File: config.mk
export PLATFORM = sky130hd
export DESIGN_NAME = seven_seg_scan_ctrl_flat
export DESIGN_NICKNAME = d
export VERILOG_FILES = /design/src/rtl/seven_seg_scan_ctrl_pkg.sv /design/src/rtl/seven_seg_scan_ctrl_if.sv /design/src/rtl/seven_seg_scan_ctrl_digit_dec.sv /design/src/rtl/seven_seg_scan_ctrl.sv /design/src/flat_wrapper.sv
export SDC_FILE = /design/constraint.sdc
export NUM_CORES = 1
export LEC_CHECK = 0
export CELL_PAD_IN_SITES_DETAIL_PLACEMENT = 1
export CELL_PAD_IN_SITES_GLOBAL_PLACEMENT = 1
export CORE_ASPECT_RATIO = 0.5
export CORE_MARGIN = 2
export CORE_UTILIZATION = 49
export DETAILED_ROUTE_END_ITERATION = 16
export HOLD_SLACK_MARGIN = 0.15
export PLACE_DENSITY_LB_ADDON = 0.1
export SLEW_MARGIN = 20
export SYNTH_ARGS = -nofsm -noshare
export SYNTH_HDL_FRONTEND = slang
export SYNTH_SLANG_ARGS = --single-unit
File: constraint.sdc
create_clock -name iCLK -period 4.64 [get_ports iCLK]
set_clock_uncertainty 0.1 [all_clocks]
set_input_delay 0.464 -clock iCLK [delete_from_list [all_inputs] [get_ports iCLK]]
set_output_delay 0.464 -clock iCLK [all_outputs]
set_load 0.05 [all_outputs]
File: src/rtl/seven_seg_scan_ctrl_pkg.sv
// Shared definitions for the 7-segment scan controller: active-low segment
// patterns ({g,f,e,d,c,b,a}) and the scan FSM state encoding.
package seven_seg_scan_ctrl_pkg;

   localparam logic [6:0] SEG_0     = 7'b1000000;
   localparam logic [6:0] SEG_1     = 7'b1111001;
   localparam logic [6:0] SEG_2     = 7'b0100100;
   localparam logic [6:0] SEG_3     = 7'b0110000;
   localparam logic [6:0] SEG_4     = 7'b0011001;
   localparam logic [6:0] SEG_5     = 7'b0010010;
   localparam logic [6:0] SEG_6     = 7'b0000010;
   localparam logic [6:0] SEG_7     = 7'b1111000;
   localparam logic [6:0] SEG_8     = 7'b0000000;
   localparam logic [6:0] SEG_9     = 7'b0010000;
   localparam logic [6:0] SEG_BLANK = 7'b1111111;

   typedef enum logic [1:0] {
      ST_IDLE = 2'd0,
      ST_SCAN = 2'd1,
      ST_GAP  = 2'd2
   } scanState_t;

endpackage

File: src/rtl/seven_seg_scan_ctrl_if.sv
// Load port of the scan controller: valid/ready handshake plus the BCD word
// and its leading-zero blanking flag. With SEG7_SCAN_DP_EN defined the
// per-digit decimal-point bits travel with the load as well.
interface seven_seg_scan_ctrl_if #(
   parameter int NUM_DIGITS = 4
);
   logic                      iLOAD_VALID;
   logic                      oLOAD_READY;
   logic [4*NUM_DIGITS-1:0]   iBCD;
   logic                      iBLANK_LZ;
`ifdef SEG7_SCAN_DP_EN
   logic [NUM_DIGITS-1:0]     iDP;

   modport master (output iLOAD_VALID, output iBCD, output iBLANK_LZ, output iDP,
                   input  oLOAD_READY);
   modport slave  (input  iLOAD_VALID, input  iBCD, input  iBLANK_LZ, input  iDP,
                   output oLOAD_READY);
`else
   modport master (output iLOAD_VALID, output iBCD, output iBLANK_LZ,
                   input  oLOAD_READY);
   modport slave  (input  iLOAD_VALID, input  iBCD, input  iBLANK_LZ,
                   output oLOAD_READY);
`endif
endinterface

File: src/rtl/seven_seg_scan_ctrl_digit_dec.sv
// Combinational BCD-to-segment decoder. Codes 10..15 and a forced blank both
// produce a dark digit; all patterns are active-low {g,f,e,d,c,b,a}.
module seg7_digit_dec
   import seven_seg_scan_ctrl_pkg::*;
(
   input  logic [3:0] iCode,
   input  logic       iBlank,
   output logic [6:0] oSeg
);

   // Pattern lookup; blank wins over any code
   always_comb begin
      oSeg = SEG_BLANK;
      if (!iBlank) begin
         case (iCode)
            4'd0:    oSeg = SEG_0;
            4'd1:    oSeg = SEG_1;
            4'd2:    oSeg = SEG_2;
            4'd3:    oSeg = SEG_3;
            4'd4:    oSeg = SEG_4;
            4'd5:    oSeg = SEG_5;
            4'd6:    oSeg = SEG_6;
            4'd7:    oSeg = SEG_7;
            4'd8:    oSeg = SEG_8;
            4'd9:    oSeg = SEG_9;
            default: oSeg = SEG_BLANK;
         endcase
      end
   end

endmodule

File: src/rtl/seven_seg_scan_ctrl.sv
// Time-multiplexed scan controller for a common-anode 7-segment display.
// One digit is lit per slot (REFRESH_DIV cycles), followed by GAP_CYCLES of
// dead time. New values land in a pending buffer and are swapped into the
// active buffer only at frame boundaries, so a frame never mixes two values.
// Optional feature macro: SEG7_SCAN_DP_EN adds iDP (in the load interface)
// and the oDP_N decimal-point output.
module seven_seg_scan_ctrl
   import seven_seg_scan_ctrl_pkg::*;
#(
   parameter int NUM_DIGITS  = 4,
   parameter int REFRESH_DIV = 50000,
   parameter int GAP_CYCLES  = 8,
   parameter int DIV_WIDTH   = 16
) (
   input  logic                  iCLK,
   input  logic                  iRST_N,
   seven_seg_scan_ctrl_if.slave  loadIf,
   output logic [6:0]            oSEG7,
   output logic [NUM_DIGITS-1:0] oDIG_EN_N,
`ifdef SEG7_SCAN_DP_EN
   output logic                  oDP_N,
`endif
   output logic                  oFRAME_DONE
);

   localparam int                   IDX_W        = $clog2(NUM_DIGITS);
   localparam logic [DIV_WIDTH-1:0] REFRESH_LAST = DIV_WIDTH'(REFRESH_DIV - 1);
   localparam logic [DIV_WIDTH-1:0] GAP_LAST     = DIV_WIDTH'(GAP_CYCLES - 1);
   localparam logic [IDX_W-1:0]     IDX_LAST     = IDX_W'(NUM_DIGITS - 1);

   scanState_t              state, stateNxt;
   logic [IDX_W-1:0]        idx, idxNxt;
   logic [DIV_WIDTH-1:0]    div, divNxt;
   logic                    frameBoundary;

   logic [4*NUM_DIGITS-1:0] activeBcd, pendBcd;
   logic                    activeBlank, pendBlank;
   logic                    pendFull;
   logic                    accept;
`ifdef SEG7_SCAN_DP_EN
   logic [NUM_DIGITS-1:0]   activeDp, pendDp;
`endif

   logic [3:0]              curCode;
   logic                    lzBlank;
   logic [4*NUM_DIGITS-1:0] upperDigits;
   logic [6:0]              decSeg;

   assign loadIf.oLOAD_READY = !pendFull;
   assign accept             = loadIf.iLOAD_VALID && !pendFull;

   // Scan FSM state, digit index and slot divider
   always_ff @(posedge iCLK or negedge iRST_N) begin
      if (!iRST_N) begin
         state <= ST_IDLE;
         idx   <= '0;
         div   <= '0;
      end else begin
         state <= stateNxt;
         idx   <= idxNxt;
         div   <= divNxt;
      end
   end

   // Next-state logic: lit slot, dead-time gap, index advance and frame edge
   always_comb begin
      stateNxt      = state;
      idxNxt        = idx;
      divNxt        = div;
      frameBoundary = 1'b0;
      case (state)
         ST_IDLE: begin
            if (accept) begin
               stateNxt = ST_SCAN;
               idxNxt   = '0;
               divNxt   = '0;
            end
         end
         ST_SCAN: begin
            if (div == REFRESH_LAST) begin
               stateNxt = ST_GAP;
               divNxt   = '0;
            end else begin
               divNxt = div + 1'b1;
            end
         end
         ST_GAP: begin
            if (div == GAP_LAST) begin
               stateNxt      = ST_SCAN;
               divNxt        = '0;
               frameBoundary = (idx == IDX_LAST);
               idxNxt        = (idx == IDX_LAST) ? '0 : idx + 1'b1;
            end else begin
               divNxt = div + 1'b1;
            end
         end
         default: begin
            stateNxt = ST_IDLE;
            idxNxt   = '0;
            divNxt   = '0;
         end
      endcase
   end

   // Double buffer: loads go to pending (or straight to active when idle);
   // pending is promoted only on a frame boundary
   always_ff @(posedge iCLK or negedge iRST_N) begin
      if (!iRST_N) begin
         activeBcd   <= '0;
         activeBlank <= 1'b0;
         pendBcd     <= '0;
         pendBlank   <= 1'b0;
         pendFull    <= 1'b0;
`ifdef SEG7_SCAN_DP_EN
         activeDp    <= '0;
         pendDp      <= '0;
`endif
      end else if (accept && (state == ST_IDLE)) begin
         activeBcd   <= loadIf.iBCD;
         activeBlank <= loadIf.iBLANK_LZ;
`ifdef SEG7_SCAN_DP_EN
         activeDp    <= loadIf.iDP;
`endif
      end else if (frameBoundary && pendFull) begin
         // accept cannot coincide here: ready is low while pending is full
         activeBcd   <= pendBcd;
         activeBlank <= pendBlank;
         pendFull    <= 1'b0;
`ifdef SEG7_SCAN_DP_EN
         activeDp    <= pendDp;
`endif
      end else if (accept) begin
         pendBcd     <= loadIf.iBCD;
         pendBlank   <= loadIf.iBLANK_LZ;
         pendFull    <= 1'b1;
`ifdef SEG7_SCAN_DP_EN
         pendDp      <= loadIf.iDP;
`endif
      end
   end

   // Select the current digit and decide leading-zero blanking: a digit is
   // blanked when it and every more significant digit are zero (never digit 0)
   always_comb begin
      curCode     = activeBcd[4*int'(idx) +: 4];
      upperDigits = activeBcd >> (4 * int'(idx));
      lzBlank     = activeBlank && (idx != '0) && (upperDigits == '0);
   end

   seg7_digit_dec uDigitDec (
      .iCode  (curCode),
      .iBlank (lzBlank),
      .oSeg   (decSeg)
   );

   // Registered pin drivers; segments and anode change on the same edge
   always_ff @(posedge iCLK or negedge iRST_N) begin
      if (!iRST_N) begin
         oSEG7       <= SEG_BLANK;
         oDIG_EN_N   <= '1;
         oFRAME_DONE <= 1'b0;
`ifdef SEG7_SCAN_DP_EN
         oDP_N       <= 1'b1;
`endif
      end else begin
         oFRAME_DONE <= frameBoundary;
         if (state == ST_SCAN) begin
            oSEG7     <= decSeg;
            oDIG_EN_N <= ~(NUM_DIGITS'(1) << idx);
`ifdef SEG7_SCAN_DP_EN
            oDP_N     <= !activeDp[idx];
`endif
         end else begin
            oSEG7     <= SEG_BLANK;
            oDIG_EN_N <= '1;
`ifdef SEG7_SCAN_DP_EN
            oDP_N     <= 1'b1;
`endif
         end
      end
   end

endmodule

File: src/flat_wrapper.sv
// flat-port wrapper written by rule: the top's interface ports become plain ports
module seven_seg_scan_ctrl_flat import seven_seg_scan_ctrl_pkg::*;
#(
   parameter int NUM_DIGITS  = 4,
   parameter int REFRESH_DIV = 50000,
   parameter int GAP_CYCLES  = 8,
   parameter int DIV_WIDTH   = 16
)
  (iCLK, iRST_N, oSEG7, oDIG_EN_N, oFRAME_DONE, loadIf_iLOAD_VALID, loadIf_iBCD, loadIf_iBLANK_LZ, loadIf_oLOAD_READY);
  seven_seg_scan_ctrl_if #(.NUM_DIGITS(NUM_DIGITS)) loadIf_i ();
  input  logic iCLK;
  input  logic iRST_N;
  output logic [6:0] oSEG7;
  output logic [NUM_DIGITS-1:0] oDIG_EN_N;
  output logic oFRAME_DONE;
  input wire logic [$bits(loadIf_i.iLOAD_VALID)-1:0] loadIf_iLOAD_VALID;
  input wire logic [$bits(loadIf_i.iBCD)-1:0] loadIf_iBCD;
  input wire logic [$bits(loadIf_i.iBLANK_LZ)-1:0] loadIf_iBLANK_LZ;
  output wire logic [$bits(loadIf_i.oLOAD_READY)-1:0] loadIf_oLOAD_READY;
  assign loadIf_i.iLOAD_VALID = loadIf_iLOAD_VALID;
  assign loadIf_i.iBCD = loadIf_iBCD;
  assign loadIf_i.iBLANK_LZ = loadIf_iBLANK_LZ;
  assign loadIf_oLOAD_READY = loadIf_i.oLOAD_READY;
  seven_seg_scan_ctrl #(.NUM_DIGITS(NUM_DIGITS), .REFRESH_DIV(REFRESH_DIV), .GAP_CYCLES(GAP_CYCLES), .DIV_WIDTH(DIV_WIDTH)) u_core (.iCLK(iCLK), .iRST_N(iRST_N), .loadIf(loadIf_i), .oSEG7(oSEG7), .oDIG_EN_N(oDIG_EN_N), .oFRAME_DONE(oFRAME_DONE));
endmodule
Word level (Yosys, flattened, before mapping) --
Memory sizes are Yosys's and may differ from the RTL's. Cells that the tools add are included.
Word-level totals: flip-flop bits (word level) 67, bits in latches 0, bits in writable memories 0, ROM bits 112, output and inout port bits 13, memories kept 1
Memories:
- (no name shown) | depth 16, width 7, read ports 1, clocked after Yosys merged registers in 0, wr ports 0, line seven_seg_scan_ctrl_digit_dec.sv:15 | case (iCode)
Cells by class: $add $sub $neg 2, multiply operators 0, div/mod/pow operators 0, magnitude comparators 0, eq/ne operators 8, shifts and indexed selects 3, muxes and demuxes 23, bitwise operators 4, reductions and logical operators 15
Operator list (number):
- 2-to-1 mux 16 bit | 5
- one-hot mux 16 bit (3 select lines) | 1
- adder 16 x 1 -> 16 bit (second input constant) | 1
- == test 16 bit (second input constant) | 1
- == test 16 x 3 -> 1 bit (second input constant) | 1
- zero test 16 bit | 1
- variable part select 16 x 5 -> 4 bit | 1
- right shift 16 x 4 -> 16 bit | 1
- 2-to-1 mux 7 bit | 2
- 2-to-1 mux 2 bit | 6
- one-hot mux 2 bit (3 select lines) | 2
- AND reduction 3 bit | 3
- 2-to-1 mux 1 bit | 6
- inequality test 2 x 1 -> 1 bit (second input constant) | 3
- nonzero test 2 bit | 3
- logical AND 1 bit | 5
- == test 2 bit (second input constant) | 2
- 2-to-1 mux 4 bit | 1
- inverter 4 bit | 1
- << shifter 1 x 2 -> 4 bit (first input constant) | 1
- inverter 1 bit | 3
- adder 2 x 1 -> 2 bit (second input constant) | 1
- == test 2 x 1 -> 1 bit (second input constant) | 1
- zero test 2 bit | 1
- other kinds (2) | 2

Logic depth before layout (Yosys ltp) --
Gate-level depths: netlist of the first run.
depth after elaboration 6, mapped depth 8, depth with buffers taken out 6

Modules after synthesis --
From an unflattened synthesis of the first run, not the netlist that was laid out.
Unflattened totals: cells, all modules 321, area total of the unflattened synthesis 3474.6 sq um
Modules (own cells, without submodules):
- seven_seg_scan_ctrl | instances 1, cells each 288, area each 3238.1 sq um, sequential area each 1690.4 sq um
- seg7_digit_dec | instances 1, cells each 33, area each 236.5 sq um, sequential area each 0.0 sq um

Worst setup path after synthesis of the first run --
No wires, ideal clock.
path type register to register, start point register u_core.idx[0], end point register u_core.oSEG7[6], library setup time 0.098 ns, arrival 1.894 ns, data required time 4.442 ns, setup slack 2.548 ns, stages on the path, launching flop included 8, buffers on the path 1, period minus slack after synthesis 2.092 ns, path through dfrtp_1 buf_2 mux4_2 inv_1 ha_1 o2111ai_1 a22o_1 o311ai_1
On the way: longest elaborated chain between the ends 5, elaborated cells on any way between the ends 9, those cells by class shift (2); mux (2); reduce/logical (4); memory (1)
RTL lines:
- from (decl) | line seven_seg_scan_ctrl.sv:32 | logic [IDX_W-1:0] idx, idxNxt;
- from (signal assigned) | line seven_seg_scan_ctrl.sv:60 | idx <= idxNxt;
- branches (longest 3 deep; another with memory (16 x 7 bit))
- 2-to-1 mux 7 bit * | line seven_seg_scan_ctrl_digit_dec.sv:14 | if (!iBlank) begin
- 2-to-1 mux 7 bit * | line seven_seg_scan_ctrl.sv:167 | if (state == ST_SCAN) begin
- to (signal assigned) | line seven_seg_scan_ctrl.sv:168 | oSEG7 <= decSeg;
- to (decl) | line seven_seg_scan_ctrl.sv:18 | output logic [6:0] oSEG7,
Mark *: on every way between the ends. A chain may end at the register's enable or synchronous reset.

Worst setup path after layout of the first run --
start point register u_core.pendFull, end point output loadIf_oLOAD_READY
On the way: longest elaborated chain between the ends 1
RTL lines:
- from (decl) | line seven_seg_scan_ctrl.sv:38 | logic pendFull;
- from (signal assigned) | line seven_seg_scan_ctrl.sv:113 | pendFull <= 1'b0;
- from (signal assigned) | line seven_seg_scan_ctrl.sv:128 | pendFull <= 1'b0;
- from (signal assigned) | line seven_seg_scan_ctrl.sv:135 | pendFull <= 1'b1;
- zero test 1 bit | line seven_seg_scan_ctrl.sv:49 | assign loadIf.oLOAD_READY = !pendFull;
- to (decl) | line flat_wrapper.sv:19 | output wire logic [$bits(loadIf_i.oLOAD_READY)-1:0] loadIf_oLOAD_READY;
No other way between the ends.

==> impl_metrics.env, run 1 <==
export IMPL_timing_setup_critical_path_class="reg -> out"
export IMPL_grt_pass1_wl_mm=16.2
export IMPL_effective_utilization_at_floorplan_pct=50.0
export IMPL_yosysMostFrequentCell="sky130_fd_sc_hd__dfrtp_1"
export IMPL_register_area_mm2=0.00169
export IMPL_core_region_area_mm2=0.00724
export IMPL_post_route_drc=0
export IMPL_leakagePower_nw=1.59
export IMPL_unrepaired_setup_endpoints_after_global_routing="false"
export IMPL_timing_fmax_mhz=302
export IMPL_final_util_pct=58.7
export IMPL_tritoncts_num_buffers=9
export IMPL_grt_antenna_before_repair=0
export IMPL_worst_setup_path_startpoint="u_core.pendFull"
export IMPL_dieArea_mm2=0.00813
export IMPL_port_buffers=32
export IMPL_crit_reg2reg_launch="u_core.state[0]"
export IMPL_crit_path_start_kind="register"
export IMPL_status="finished, final reports clean"
export IMPL_worst_skew_pair_late_latency_ns=0.34
export IMPL_layout_nets=397
export IMPL_cts_setup_buffers=0
export IMPL_synthCells=340
export IMPL_boundaryPins=33
export IMPL_hpwl_mm=6.23
export IMPL_number_of_inserted_diodes=0
export IMPL_ant_nets=0
export IMPL_clk_path_buf_depth=2
export IMPL_grt_overflow_total=0
export IMPL_synth_edf_count=0
export IMPL_worstPathRequired_ns=4.08
export IMPL_htree_levels=3
export IMPL_synth_seq_cells=67
export IMPL_timing_max_transition_violations_final=0
export IMPL_drt_first_iter_violations=151
export IMPL_synth_top_area_cell="sky130_fd_sc_hd__dfrtp_1"
export IMPL_postSynthNetCount=374
export IMPL_vias_per_cell=6.28
export IMPL_report_final_setup_viol=0
export IMPL_multi_input_comb_area_mm2=0.00177
export IMPL_critPathArrivalTime_ns=2.75
export IMPL_synth_cell_type_count=53
export IMPL_drt_first_pass_iters=4
export IMPL_synthTopCellsByArea="sky130_fd_sc_hd__dfrtp_1, sky130_fd_sc_hd__dfstp_2, sky130_fd_sc_hd__mux2_2"
export IMPL_syn_cell_area_mm2=0.00362
export IMPL_max_slew_margin_rel_pct=36.2
export IMPL_drive_above_1_share_pct=17.4
export IMPL_pin_count_of_the_biggest_net_entering_global_routing=68
export IMPL_post_cts_resized_instances=0
export IMPL_synth_cells_most_frequent="sky130_fd_sc_hd__dfrtp_1, sky130_fd_sc_hd__nor2_1, sky130_fd_sc_hd__nand4_1"
export IMPL_max_slew_worst_pin_slew_ns=0.953
export IMPL_async_set_or_reset_flop_fraction_in_the_synthesized_netlist_pct=100
export IMPL_cts_reportedPaths_clkPinSlew_ns=0.06
export IMPL_postSynthAreaPerCell_um2=10.6
export IMPL_dominant_register_cell_in_the_synthesized_netlist="sky130_fd_sc_hd__dfrtp_1"
export IMPL_layout_filler_cells=780
export IMPL_vdd_ir_drop_worst_mv=0.182
export IMPL_floorplan_die_width_um=126
export IMPL_syn_to_final_growth_pct=17.5
export IMPL_totalNegativeSetupSlack_ns=0
export IMPL_synth_top_cell_area_share_pct=38.7
export IMPL_final_period_utilization_pct=71.4
export IMPL_gp_routability_congestion=0.889
export IMPL_via_count_of_the_first_global_routing_pass=3117
export IMPL_finalWorstPathRequiredPeriod_ns=3.31
export IMPL_power_per_cell_area_mw_per_mm2=369
export IMPL_cts_tree="built"
export IMPL_wl_per_cell_um=20.1
export IMPL_holdBufCountCts=0
export IMPL_drt_wl_total_mm=9.35
export IMPL_die_y_um=64.8
export IMPL_synth_seq_area_share_pct=46.7
export IMPL_crit_path_max_fanout=20
export IMPL_grt_util_all_layers_pct=25.7
export IMPL_synth_yosys_warnings=0
export IMPL_fp_row_count=22
export IMPL_max_cap_viol_count=0
export IMPL_clock_root_buffer="sky130_fd_sc_hd__clkbuf_16"
export IMPL_final_hold_viol_count=0
export IMPL_clock_sink_count=67
export IMPL_endpoint_kind="output pin"
export IMPL_worstHoldPathType="in -> async"
export IMPL_via_count=2915
==> stage by stage <==
| stage | power (mW) | hold slack [ns] | cell area (µm²) | std cells | setup WS [ns] |
|---|---|---|---|---|---|
| finish | 1.57 | 0.226 | 4250 | 464 | 1.33 |
| global route | 1.64 | 0.302 | 4250 | 464 | 1.20 |
| CTS | 1.58 | 0.261 | 4250 | 464 | 1.35 |
| detailed placement | 0.907 | 0.400 | 3960 | 448 | 1.78 |
| global placement | 0.891 | 0.392 | 3960 | 448 | 1.86 |
| floorplan | 0.827 | 0.0684 | 3620 | 340 | 2.55 |
==> sequential cells by signal, indices dropped and copies added, names as in the netlist, 2 cells and up <==
signal,count
u_core.activeBcd,16
u_core.div,16
u_core.idx,2
u_core.oDIG_EN_N,4
u_core.oSEG7,7
u_core.pendBcd,16
u_core.state,2
==> metal layers <==
metal  share of wire, %  vias to the layer above  track usage, %
li1                   -                     1330               -
met3                4.4                       12            7.10
met1                 43                     1507            31.8
met4                1.6                        0            9.03
met5                  0                        -               0
met2                 51                       66            44.0
==> kinds of logic after synthesis <==
kind of cell    after synthesis  share of synthesized area [%]
simple gates                111                           17.5
flops                        67                           46.7
mux                          26                           9.16
xor+xnor                      3                          0.726
buf+inv                      35                           4.46
fa+ha+maj                    14                           4.84
compound gates               84                           16.6
==> cell usage in the layout, fill, tap and decap left out, types with 12 or more instances in the layout <==
| master | netlist | layout |
|---|---|---|
| sky130_fd_sc_hd__a31oi_1 | 18 | 18 |
| sky130_fd_sc_hd__clkdlybuf4s50_1 | 0 | 31 |
| sky130_fd_sc_hd__dfrtp_1 | 56 | 56 |
| sky130_fd_sc_hd__ha_1 | 14 | 14 |
| sky130_fd_sc_hd__inv_1 | 12 | 12 |
| sky130_fd_sc_hd__mux2_2 | 17 | 17 |
| sky130_fd_sc_hd__nand2_1 | 19 | 18 |
| sky130_fd_sc_hd__nand4_1 | 21 | 21 |
| sky130_fd_sc_hd__nor2_1 | 25 | 25 |
| sky130_fd_sc_hd__o31ai_1 | 20 | 20 |
==> final cells by class <==
class / instances / area share [%]
sequential: 67 / 39.7
clock inverter: 7 / 1.62
timing repair buffer: 34 / 7.77
multi-input combinational: 238 / 41.6
tap: 96 / 2.82
clock buffer: 9 / 5.30
inverter: 13 / 1.15
==> critical path, cell delays in order, from the launching register on <==
cell	delay (ns)
sky130_fd_sc_hd__dfrtp_1	0.80
sky130_fd_sc_hd__clkinv_1	0.72
sky130_fd_sc_hd__clkdlybuf4s50_1	0.88
==> power by group <==
group	internal, mW	switching [mW]
Combinational	0.0926	0.174
Sequential	0.612	0.0189
Clock	0.413	0.260
Total	1.12	0.453
==> worst paths after layout <==
check	to	cells after the start	slack [ns]
max	loadIf_oLOAD_READY	2	1.33
min	u_core.activeBcd[8]	2	0.23
max reg2reg	u_core.div[3]	6	2.07
min reg2reg	u_core.pendBcd[3]	1	0.41
max in group asynchronous	u_core.div[7]	2	3.67
min in group iCLK	u_core.pendBcd[3]	1	0.41
Note: power is estimated with default switching activity, not from simulation.
==> inputs of run 2 (changes only) <==
--- a/config.mk
+++ b/config.mk
@@ -9,7 +9,7 @@
 export CELL_PAD_IN_SITES_GLOBAL_PLACEMENT = 1
 export CORE_ASPECT_RATIO = 0.5
 export CORE_MARGIN = 2
-export CORE_UTILIZATION = 49
+export CORE_UTILIZATION = 46
 export DETAILED_ROUTE_END_ITERATION = 16
 export HOLD_SLACK_MARGIN = 0.15
 export PLACE_DENSITY_LB_ADDON = 0.1
==> constraint.sdc (replaced) <==
create_clock -name iCLK -period 3.22 [get_ports iCLK]
set_clock_uncertainty 0.1 [all_clocks]
set_input_delay 0.322 -clock iCLK [delete_from_list [all_inputs] [get_ports iCLK]]
set_output_delay 0.322 -clock iCLK [all_outputs]
set_load 0.05 [all_outputs]
==> impl_metrics.env, run 2 (synthesis results as in run 1) <==
export IMPL_drt_first_iter_violations=135
export IMPL_max_cap_viol_count=0
export IMPL_cts_reportedPaths_clkPinSlew_ns=0.06
export IMPL_post_route_drc=0
export IMPL_timing_max_transition_violations_final=0
export IMPL_core_region_area_mm2=0.00749
export IMPL_vias_per_cell=6.09
export IMPL_crit_path_max_fanout=13
export IMPL_path_buf_inv=2
export IMPL_crit_path_start_kind="register"
export IMPL_grt_util_all_layers_pct=23.4
export IMPL_drive_above_1_share_pct=18.2
export IMPL_drt_first_pass_iters=4
export IMPL_tritoncts_num_buffers=9
export IMPL_grt_pass1_wl_mm=15.4
export IMPL_crit_slowest_cell="sky130_fd_sc_hd__o211ai_1"
export IMPL_via_count=2933
export IMPL_htree_levels=3
export IMPL_floorplan_die_width_um=129
export IMPL_port_buffers=32
export IMPL_vdd_ir_drop_worst_mv=0.257
export IMPL_worst_skew_pair_late_latency_ns=0.33
export IMPL_totalNegativeSetupSlack_ns=0
export IMPL_die_y_um=66.7
export IMPL_clock_sink_count=67
export IMPL_grt_overflow_total=0
export IMPL_crit_cells=6
export IMPL_unrepaired_setup_endpoints_after_global_routing="false"
export IMPL_timing_setup_critical_path_class="reg -> reg"
export IMPL_worstHoldPathType="reg -> reg"
export IMPL_worstPathRequired_ns=3.37
export IMPL_syn_to_final_growth_pct=18.8
export IMPL_report_final_setup_viol=0
export IMPL_effective_utilization_at_floorplan_pct=48.3
export IMPL_wl_per_cell_um=18.9
export IMPL_reg_largest_list="u_core.activeBcd (16), u_core.div (16), u_core.pendBcd (16)"
export IMPL_critical_path_top_delay_family="compound AO/OA/AOI/OAI gates"
export IMPL_final_period_utilization_pct=78.4
export IMPL_layout_filler_cells=803
export IMPL_timing_fmax_mhz=396
export IMPL_status="finished, final reports clean"
export IMPL_power_per_cell_area_mw_per_mm2=515
export IMPL_cts_tree="built"
export IMPL_grt_antenna_before_repair=0
export IMPL_most_common_cell_type_on_the_critical_path="sky130_fd_sc_hd__inv_1"
export IMPL_leakagePower_nw=1.62
export IMPL_final_hold_viol_count=0
export IMPL_worstHoldPathCells=1
export IMPL_cts_setup_buffers=0
export IMPL_max_slew_margin_rel_pct=37.0
export IMPL_number_of_inserted_diodes=0
export IMPL_final_cell_mix="sky130_fd_sc_hd__dfrtp_1, sky130_fd_sc_hd__clkdlybuf4s50_1, sky130_fd_sc_hd__nor2_1, sky130_fd_sc_hd__nand4_1, sky130_fd_sc_hd__o31ai_1"
export IMPL_clock_root_buffer="sky130_fd_sc_hd__clkbuf_16"
export IMPL_fp_row_count=22
export IMPL_placement_setup_worst_slack_ns=0.759
export IMPL_setup_ws_ns=0.696
export IMPL_hpwl_mm=6.31
export IMPL_clk_path_buf_depth=2
export IMPL_endpoint_kind="register"
export IMPL_boundaryPins=33
export IMPL_ant_nets=0
export IMPL_dieArea_mm2=0.00863
export IMPL_pin_count_of_the_biggest_net_entering_global_routing=40
export IMPL_finalWorstPathRequiredPeriod_ns=2.52
export IMPL_critPathArrivalTime_ns=2.67
export IMPL_crit_chain="inv_1 -> ha_1 -> inv_1 -> o211ai_1 -> o21ai_0 -> nor3_1"
export IMPL_max_slew_worst_pin_slew_ns=0.941
export IMPL_cp_slowest_stage_delay_ns=0.78
export IMPL_layout_nets=403
export IMPL_drt_wl_total_mm=9.13
export IMPL_most_common_library_cell_in_the_layout_ignoring_fill_and_taps="sky130_fd_sc_hd__dfrtp_1"
export IMPL_via_count_of_the_first_global_routing_pass=3029
export IMPL_worst_r2r_path_depth=6
export IMPL_gp_routability_congestion=0.871
[run 2: timing repair]
| action | in CTS | in global routing |
|---|---|---|
| hold endpoints to repair | 60 | 0 |
| gates resized for setup | 0 | 0 |
| hold buffers | 1 | 0 |
[run 2: final timing paths]
path                                         from             endpoint  slack [ns]
worst max-delay path              u_core.state[0]        u_core.div[3]        0.70
worst min-delay path            u_core.pendBcd[4]    u_core.pendBcd[4]        0.41
worst max register to register    u_core.state[0]        u_core.div[3]        0.70
worst min register to register  u_core.pendBcd[4]    u_core.pendBcd[4]        0.41
max in group asynchronous                  iRST_N  u_core.oDIG_EN_N[3]        2.05
min in group asynchronous                  iRST_N  u_core.oDIG_EN_N[0]        0.43
[run 2: metal layers]
layer  wire, µm  track usage, %
met3        357            6.43
met5          0               0
met1       4180            30.0
met2       4480            39.5
met4        111            6.05
[run 2: cell type report]
type	instances	area (µm²)	area share, %
Inverter	13	48.8	1.14
Sequential cell	67	1690	39.3
Timing Repair Buffer	40	378	8.79
Tap cell	108	135	3.14
Multi-Input combinational cell	238	1770	41.1
Clock inverter	5	27.5	0.640
Clock buffer	11	253	5.88
[run 2: metrics by stage]
stage                     power [mW]  cell area [µm²]  cells  utilization (%)  hold slack [ns]
after floorplan                 1.19             3620    340                -          -0.0736
after global placement          1.28             4010    465             53.5            0.239
after detailed placement        1.31             4010    465             53.5            0.247
after CTS                       2.23             4300    482             57.4            0.412
after global routing            2.30             4300    482             57.4            0.427
final                           2.21             4300    482             57.4            0.408
[run 2: where the power goes]
part           total (mW)  internal, mW  switching [mW]  leakage [nW]
Clock               0.916         0.557           0.359         0.141
Combinational       0.386         0.135           0.251         0.694
Sequential          0.912         0.882          0.0293         0.782
==> inputs of run 3 (changes only) <==
--- a/config.mk
+++ b/config.mk
@@ -9,7 +9,7 @@
 export CELL_PAD_IN_SITES_GLOBAL_PLACEMENT = 1
 export CORE_ASPECT_RATIO = 0.5
 export CORE_MARGIN = 2
-export CORE_UTILIZATION = 46
+export CORE_UTILIZATION = 41
 export DETAILED_ROUTE_END_ITERATION = 16
 export HOLD_SLACK_MARGIN = 0.15
 export PLACE_DENSITY_LB_ADDON = 0.1
==> constraint.sdc (replaced) <==
create_clock -name iCLK -period 2.2 [get_ports iCLK]
set_clock_uncertainty 0.1 [all_clocks]
set_input_delay 0.22 -clock iCLK [delete_from_list [all_inputs] [get_ports iCLK]]
set_output_delay 0.22 -clock iCLK [all_outputs]
set_load 0.05 [all_outputs]
==> impl_metrics.env, run 3 (synthesis results as in run 1) <==
export IMPL_worst_r2r_path_depth=6
export IMPL_drive_above_1_share_pct=20.5
export IMPL_drt_wl_total_mm=9.42
export IMPL_dieArea_mm2=0.00964
export IMPL_drt_first_pass_iters=4
export IMPL_critPathArrivalTime_ns=2.19
export IMPL_max_cap_viol_count=0
export IMPL_sequentialPowerShare_pct=39.2
export IMPL_boundaryPins=33
export IMPL_pin_count_of_the_biggest_net_entering_global_routing=48
export IMPL_fp_row_count=24
export IMPL_p_int_mw=2.47
export IMPL_cts_tree="built"
export IMPL_clock_root_buffer="sky130_fd_sc_hd__clkbuf_16"
export IMPL_unrepaired_setup_endpoints_after_global_routing="false"
export IMPL_grt_antenna_before_repair=0
export IMPL_via_count_of_the_first_global_routing_pass=3075
export IMPL_reg_largest_list="u_core.activeBcd (16), u_core.div (16), u_core.pendBcd (16)"
export IMPL_clock_power_share_pct=41.7
export IMPL_clk_path_buf_depth=2
export IMPL_crit_path_max_fanout=7
export IMPL_port_buffers=32
export IMPL_final_cell_area_mm2=0.00445
export IMPL_die_y_um=70.4
export IMPL_final_period_utilization_pct=93.8
export IMPL_worstPathRequired_ns=2.33
export IMPL_timing_max_transition_violations_final=0
export IMPL_hpwl_mm=6.42
export IMPL_post_route_drc=0
export IMPL_totalNegativeSetupSlack_ns=0
export IMPL_layout_filler_cells=947
export IMPL_timing_setup_critical_path_class="reg -> reg"
export IMPL_clock_sink_count=67
export IMPL_syn_to_final_growth_pct=22.9
export IMPL_crit_path_start_kind="register"
export IMPL_effective_utilization_at_floorplan_pct=41.8
export IMPL_vias_per_cell=5.77
export IMPL_most_common_library_cell_in_the_layout_ignoring_fill_and_taps="sky130_fd_sc_hd__dfrtp_1"
export IMPL_switching_share_pct=27.5
export IMPL_ant_nets=0
export IMPL_layout_nets=415
export IMPL_postPlaceCellArea_mm2=0.00414
export IMPL_worstHoldPathType="in -> async"
export IMPL_core_region_area_mm2=0.00865
export IMPL_p_comb_share_pct=19.1
export IMPL_status="finished, final reports clean"
export IMPL_grt_overflow_total=0
export IMPL_cts_reportedPaths_clkPinSlew_ns=0.05
export IMPL_grt_util_all_layers_pct=21.3
export IMPL_grt_pass1_wl_mm=15.7
export IMPL_final_hold_viol_count=0
export IMPL_finalWorstPathRequiredPeriod_ns=2.06
export IMPL_tritoncts_num_buffers=9
export IMPL_max_slew_worst_pin_slew_ns=0.528
export IMPL_final_cell_mix="sky130_fd_sc_hd__dfrtp_1, sky130_fd_sc_hd__clkdlybuf4s50_1, sky130_fd_sc_hd__nor2_1, sky130_fd_sc_hd__nand4_1, sky130_fd_sc_hd__o31ai_1"
export IMPL_via_count=2904
export IMPL_endpoint_kind="register"
export IMPL_vdd_ir_drop_worst_mv=0.367
export IMPL_wl_per_cell_um=18.7
export IMPL_floorplan_die_width_um=137
export IMPL_number_of_inserted_diodes=0
export IMPL_max_slew_margin_rel_pct=64.8
export IMPL_report_final_setup_viol=0
export IMPL_htree_levels=3
export IMPL_leakagePower_nw=1.69
export IMPL_worst_skew_pair_late_latency_ns=0.33
export IMPL_drt_first_iter_violations=91
export IMPL_gp_routability_congestion=0.780
export IMPL_net_switching_power_uw=933
export IMPL_timing_fmax_mhz=484
export IMPL_power_per_cell_area_mw_per_mm2=764
==> run 3: cell count changes in the layout (fill, tap and decap cells not counted) <==
cell / delta
sky130_fd_sc_hd__buf_12: +3
sky130_fd_sc_hd__clkbuf_1: +3
sky130_fd_sc_hd__ha_1: -1
sky130_fd_sc_hd__bufinv_16: +1
sky130_fd_sc_hd__clkbuf_8: -1
sky130_fd_sc_hd__clkinvlp_4: -1
sky130_fd_sc_hd__clkinv_2: -2
sky130_fd_sc_hd__ha_2: +1
sky130_fd_sc_hd__clkdlybuf4s50_1: -1
sky130_fd_sc_hd__buf_4: +10
==> run 3: metrics by stage <==
step	power (mW)	hold slack (ns)	std cells	utilization, %	setup slack [ns]
2_1_floorplan	1.74	-0.176	340	-	0.108
3_3_place_gp	1.97	0.127	485	47.8	0.148
3_5_place_dp	2.01	0.130	485	47.8	0.108
4_1_cts	3.44	0.313	502	51.3	0.109
5_1_grt	3.57	0.353	503	51.4	0.0381
6_report	3.40	0.300	503	51.4	0.136
==> run 3: repair_timing <==
item / in CTS / in global routing
setup buffers: 0 / 1
hold endpoints to repair: 20 / 0
hold buffers: 1 / 0
endpoints found under the setup margin: 0 / 6
gates resized for setup: 0 / 1
==> run 3: final timing paths <==
check	startpoint	end	slack, ns
max	u_core.idx[0]	u_core.oSEG7[6]	0.14
min	iRST_N	u_core.div[2]	0.30
max reg2reg	u_core.idx[0]	u_core.oSEG7[6]	0.14
min reg2reg	u_core.pendBcd[6]	u_core.pendBcd[6]	0.41
max in group asynchronous	iRST_N	u_core.oSEG7[5]	1.00
min in group iCLK	loadIf_iBCD[14]	u_core.activeBcd[14]	0.39
==> run 3: layer usage <==
| metal | wire length (µm) | global-route usage, % | up-vias |
|---|---|---|---|
| li1 | - | - | 1376 |
| met2 | 4550 | 35.0 | 40 |
| met3 | 357 | 6.17 | 7 |
| met1 | 4450 | 27.7 | 1481 |
| met4 | 51 | 5.15 | 0 |
| met5 | 0 | 0 | - |
==> run 3: power groups by stage <==
stage          logic [mW]  registers, mW  clock network, mW
3_3_place_gp        0.628           1.35                  0
4_1_cts             0.663           1.33               1.45
3_5_place_dp        0.655           1.35                  0
6_report            0.650           1.33               1.42
5_1_grt             0.719           1.34               1.51
2_1_floorplan       0.367           1.38                  0
==> run 3: critical path, cell delays in order, from the launching register on <==
cell	delay, ns
sky130_fd_sc_hd__dfrtp_1	0.44
sky130_fd_sc_hd__mux4_2	0.54
sky130_fd_sc_hd__inv_1	0.13
sky130_fd_sc_hd__ha_1	0.19
sky130_fd_sc_hd__o2111ai_1	0.12
sky130_fd_sc_hd__a22o_1	0.34
sky130_fd_sc_hd__o311ai_1	0.11
==> run 3: layout make-up <==
class                   instances  area [µm²]  area share, %
repair buffers                 52         503           11.3
well taps                     117         146           3.29
multi-input cells             238        1770           39.8
flip-flops and latches         67        1690           38.0
clock buffers                  13         250           5.63
inverters                      13        48.8           1.10
clock inverters                 3        40.0          0.900
==> patch 1 (flow settings as in run 2) <==
`NUM_DIGITS` is set to 4 in 3 places; all go to 8.
--- a/src/rtl/seven_seg_scan_ctrl_if.sv
+++ b/src/rtl/seven_seg_scan_ctrl_if.sv
@@ -2,7 +2,7 @@
 // and its leading-zero blanking flag. With SEG7_SCAN_DP_EN defined the
 // per-digit decimal-point bits travel with the load as well.
 interface seven_seg_scan_ctrl_if #(
-   parameter int NUM_DIGITS = 4
+   parameter int NUM_DIGITS = 8
 );
    logic                      iLOAD_VALID;
    logic                      oLOAD_READY;
--- a/src/rtl/seven_seg_scan_ctrl.sv
+++ b/src/rtl/seven_seg_scan_ctrl.sv
@@ -7,7 +7,7 @@
 module seven_seg_scan_ctrl
    import seven_seg_scan_ctrl_pkg::*;
 #(
-   parameter int NUM_DIGITS  = 4,
+   parameter int NUM_DIGITS  = 8,
    parameter int REFRESH_DIV = 50000,
    parameter int GAP_CYCLES  = 8,
    parameter int DIV_WIDTH   = 16
--- a/src/flat_wrapper.sv
+++ b/src/flat_wrapper.sv
@@ -1,7 +1,7 @@
 // flat-port wrapper written by rule: the top's interface ports become plain ports
 module seven_seg_scan_ctrl_flat import seven_seg_scan_ctrl_pkg::*;
 #(
-   parameter int NUM_DIGITS  = 4,
+   parameter int NUM_DIGITS  = 8,
    parameter int REFRESH_DIV = 50000,
    parameter int GAP_CYCLES  = 8,
    parameter int DIV_WIDTH   = 16
Ports: changed (resized loadIf_iBCD and oDIG_EN_N); port bits go from 33 to 53. No check against the original RTL was run, so the function may have changed too.
==> patch 1 against run 2 <==
- sequential share of layout area grew 0.31 points
- routed wire length is 39% higher
- area after synthesis is 57% higher
- hold slack worse by 0.0041 ns
- cell area up 54%
- sequential cell count increased by 37
- combinational power grew 92%
- power is 48% higher
- setup slack lost 0.15 ns
- synthesized cell count up 34%
- count of clock-buffer cells in the layout down 2
- largest cell class unchanged
- largest power group is now registers
==> patch 1: results (changes against run 2) <==
Seq/Total Area, Yosys = 46.23% (-0.49 points)
synth top area cells = dfrtp_1, mux2_2, mux2_4
violation count after the first detailed-route iteration = 191 (+41%)
Post-synth top cells = dfrtp_1, mux2_2, mux2_4
crit path max-delay cell type = dfrtp_1
Port-buffer cells = 52 (+63%)
DP Cell Count = 659 (+42%)
capture point of the critical path = u_core.oSEG7[1]
Final #Nets = 558 (+38%)
vias in the first global route = 4028 (+33%)
Largest stage delay, worst path = 0.53 ns (-0.25 ns)
Regs by FF count = u_core.activeBcd x32, u_core.pendBcd x32, u_core.div x16
placed instance area = 6319 sq um (+58%)
status = finished, final reports clean
maximum fanout along the worst path = 18 (+5)
via/cell ratio = 5.609 (-7.8%)
syn nets = 507 (+36%)
CP delay by family, top = multiplexers
Synth Area in Compound Gates = 8.319% (-8.3 points)
post-route cell area = 6614 sq um (+54%)
net switching power = 1.072 mW (+68%)
critical path data arrival time = 2.84 ns (+0.17 ns)
R2R cell count = 9 (+3)
GPL Wtd Cong = 0.8898 (+2.1%)
fraction of layout cells with a size suffix above 1 = 30.53% (+12 points)
# fillers = 1235 (+54%)
DP Worst Slack = 0.5890 ns (-0.1701 ns)
GRT Total Usage = 21.26% (-2.1 points)
first-pass GRT wire length = 21710 microns (+41%)
CTS clk-pin slew, worst paths = 0.08 ns (+0.02 ns)
XOR/XNOR share of the synthesized area = 1.545% (+0.82 points)
largest net degree at the start of global routing = 54 (+35%)
WL/cell = 18.84 microns (-0.54%)
VDD IR-drop max = 282.5 uV (+10%)
Syn Inst Count = 455 (+34%)
DP HPWL = 9054 microns (+43%)
Pleak = 2.927 nW (+81%)
Slew Limit Headroom = 51.20% (+14 points)
post-synthesis mux area share = 27.47% (+18 points)
==> patch 1: cell types whose count changed after synthesis, sizes merged, moves of 11 or more <==
cell,delta
a31oi,-18
nand4,-17
mux2i,+11
o31ai,-19
mux2,+84
dfrtp,+33
==> patch 1: cells by family after synthesis <==
kind of cell | count (synthesis)
compound gates | 65
xor+xnor | 10
fa+ha+maj | 16
buf+inv | 38
flops | 104
mux | 123
simple gates | 99
==> patch 1: area by class of cell <==
| cell class | instances | share of cell area [%] |
|---|---|---|
| Sequential cell | 104 | 39.63 |
| Clock buffer | 9 | 3.405 |
| Tap cell | 165 | 3.121 |
| Timing Repair Buffer | 61 | 9.270 |
| Inverter | 17 | 0.9648 |
| Multi-Input combinational cell | 313 | 42.70 |
| Clock inverter | 7 | 0.9081 |
==> patch 1: worst min path at each step <==
| stage | startpoint | end | slack (ns) | depth (start not counted) |
|---|---|---|---|---|
| floorplan | iRST_N | u_core.activeBcd[0] | -0.07 | 0 |
| global placement | iRST_N | u_core.div[12] | 0.32 | 1 |
| detailed placement | iRST_N | u_core.div[8] | 0.32 | 1 |
| CTS | u_core.pendBcd[12] | u_core.pendBcd[12] | 0.41 | 1 |
| global route | u_core.pendBcd[6] | u_core.pendBcd[6] | 0.43 | 1 |
| finish | u_core.pendBcd[31] | u_core.pendBcd[31] | 0.40 | 1 |
==> patch 1: power by group through the flow <==
stage	clock network, mW	registers (mW)	logic, mW
after global routing	1.16	1.47	0.802
after CTS	1.11	1.46	0.748
after global placement	0	1.48	0.730
after floorplan	0	1.60	0.428
final	1.07	1.45	0.743
after detailed placement	0	1.48	0.746
==> patch 1: per-layer routing <==
layer	GRT usage (%)	routed length, microns
met2	34.29	5710
met4	4.554	116
met3	4.795	436
met1	29.81	6474
met5	0	0
==> patch 2 (flow settings as in run 2) <==
Without the edit above. The 3 states of `scanState_t` get a one-hot encoding in 3 bits.
--- a/src/rtl/seven_seg_scan_ctrl_pkg.sv
+++ b/src/rtl/seven_seg_scan_ctrl_pkg.sv
@@ -14,10 +14,10 @@
    localparam logic [6:0] SEG_9     = 7'b0010000;
    localparam logic [6:0] SEG_BLANK = 7'b1111111;
 
-   typedef enum logic [1:0] {
-      ST_IDLE = 2'd0,
-      ST_SCAN = 2'd1,
-      ST_GAP  = 2'd2
+   typedef enum logic [2:0] {
+      ST_IDLE = 3'b001,
+      ST_SCAN = 3'b010,
+      ST_GAP  = 3'b100
    } scanState_t;
 
 endpackage
Behaviour: same outputs for any inputs over 10 cycles, from zero or initial values and one cycle with iRST_N low; not proved beyond that.
==> patch 2 against run 2 <==
- sequential cell count is 1 higher
- cell area is 5.9% lower
- setup slack worse by 0.35 ns
- area after synthesis is 8.0% lower
- routed wire length is 8.2% lower
Power is not compared: it rests on default switching activity, and its combinational part moved more than twofold at a synthesized area within 25%.
==> patch 2: results (changes against run 2) <==
Worst Hold Path Cells = 1 (unchanged)
met3 GRT Util = 5.695% (-0.73 points)
vias in the first global route = 2874 (-5.1%)
reg-to-reg slack, setup = 0.34 ns (-0.35 ns)
Syn Inst Count = 329 (-3.2%)
Slew Limit Headroom = 43.14% (+6.2 points)
Hold WC Path Type = reg2reg
fraction of layout cells with a size suffix above 1 = 16.09% (-2.1 points)
Final #Nets = 398 (-1.2%)
internal power = 1.457 mW
WL final = 8379 microns (-8.2%)
Clock Latency Late Sink = 0.33 ns (about the same)
number of CTS-inserted buffers = 9 (unchanged)
Routed Antenna Nets = 0 (unchanged)
via/cell ratio = 5.630 (-7.5%)
detailed-route via count = 2618 (-11%)
XOR/XNOR share of the synthesized area = 2.367% (+1.6 points)
critical path data arrival time = 3.01 ns (+0.34 ns)
Initial Util = 48.75% (+0.43 points)
initial antenna violation count = 0 (unchanged)
crit path max-delay cell type = and4_1
maximum fanout along the worst path = 17 (+4)
Pleak = 1.709 nW
DP Cell Count = 448 (-3.7%)
routed wl met3 = 268 microns (-25%)
Port-buffer cells = 32 (unchanged)
VDD IR-drop max = 268.2 uV
largest net degree at the start of global routing = 69 (+73%)
met2 WL post-DR = 4235 microns (-5.5%)
GRT Total Usage = 22.64% (-0.72 points)
Worst Hold End = u_core.pendBcd[3]
syn nets = 359 (-4.0%)
first-pass GRT wire length = 14170 microns (-8.0%)
worst hold start = u_core.pendBcd[3]
CTS clk-pin slew, worst paths = 0.05 ns
worst r2r src = u_core.div[0]
synth top area cells = dfrtp_1, dfstp_2, mux2_2
crit start category = flop
Largest stage delay, worst path = 0.70 ns (-0.08 ns)
Seq/Total Area, Yosys = 51.54% (+4.8 points)
Regs by FF count = u_core.activeBcd x16, u_core.div x16, u_core.pendBcd x16
Synth Area in Compound Gates = 11.08% (-5.5 points)
Synth Area in Adders = 3.757% (-1.1 points)
Post-synth top cells = dfrtp_1, nand2_1, nor2_1
DP HPWL = 5765 microns (-8.7%)
met1 Use GR = 27.10% (-2.9 points)
GPL Wtd Cong = 0.8340 (-4.3%)
DP Worst Slack = 0.3992 ns (-0.3599 ns)
Max Clk Rate = 347.8 MHz (-12%)
drt first pass iters = 4 (unchanged)
status = finished, final reports clean
GR Util met2 = 40.44% (+0.90 points)
clk root buf = clkbuf_16
WL met1 = 3728 microns (-11%)
count of cell types in the netlist = 42 (-21%)
post-synthesis mux area share = 9.091% (-0.072 points)
kind of end point of the critical path = flop
CP delay by family, top = simple AND/OR/NAND/NOR gates
RR Endpoint = u_core.activeBcd[5]
violation count after the first detailed-route iteration = 85 (-37%)
==> patch 2: final cells by class <==
type,instances,area (sq um)
inverters,9,33.78
clock buffers,14,264.0
flip-flops and latches,68,1717
well taps,92,115.1
clock inverters,2,10.01
repair buffers,40,377.9
multi-input cells,240,1528
fillers,765,2786
==> patch 2: worst register-to-register path: cells and delay by family, from the launching register on <==
family          cells  cell delay, ns
simple gates        4            1.78
flops               1            0.40
fa+ha+maj           1            0.26
compound gates      1            0.23
==> patch 2: power by group through the flow <==
stage	Clock (mW)	Sequential (mW)	Combinational (mW)
after detailed placement	0	0.887	0.0551
after floorplan	0	0.885	0.00978
after CTS	0.922	0.873	0.0565
final	0.900	0.873	0.0544
after global placement	0	0.886	0.0530
after global routing	0.960	0.874	0.0609
==> patch 2: per-stage QoR <==
stage / cell area (sq um) / hold WS [ns]
after floorplan: 3331 / -0.07359
after global placement: 3761 / 0.3904
after detailed placement: 3761 / 0.3967
after CTS: 4045 / 0.4099
after global routing: 4045 / 0.4239
final: 4045 / 0.4096
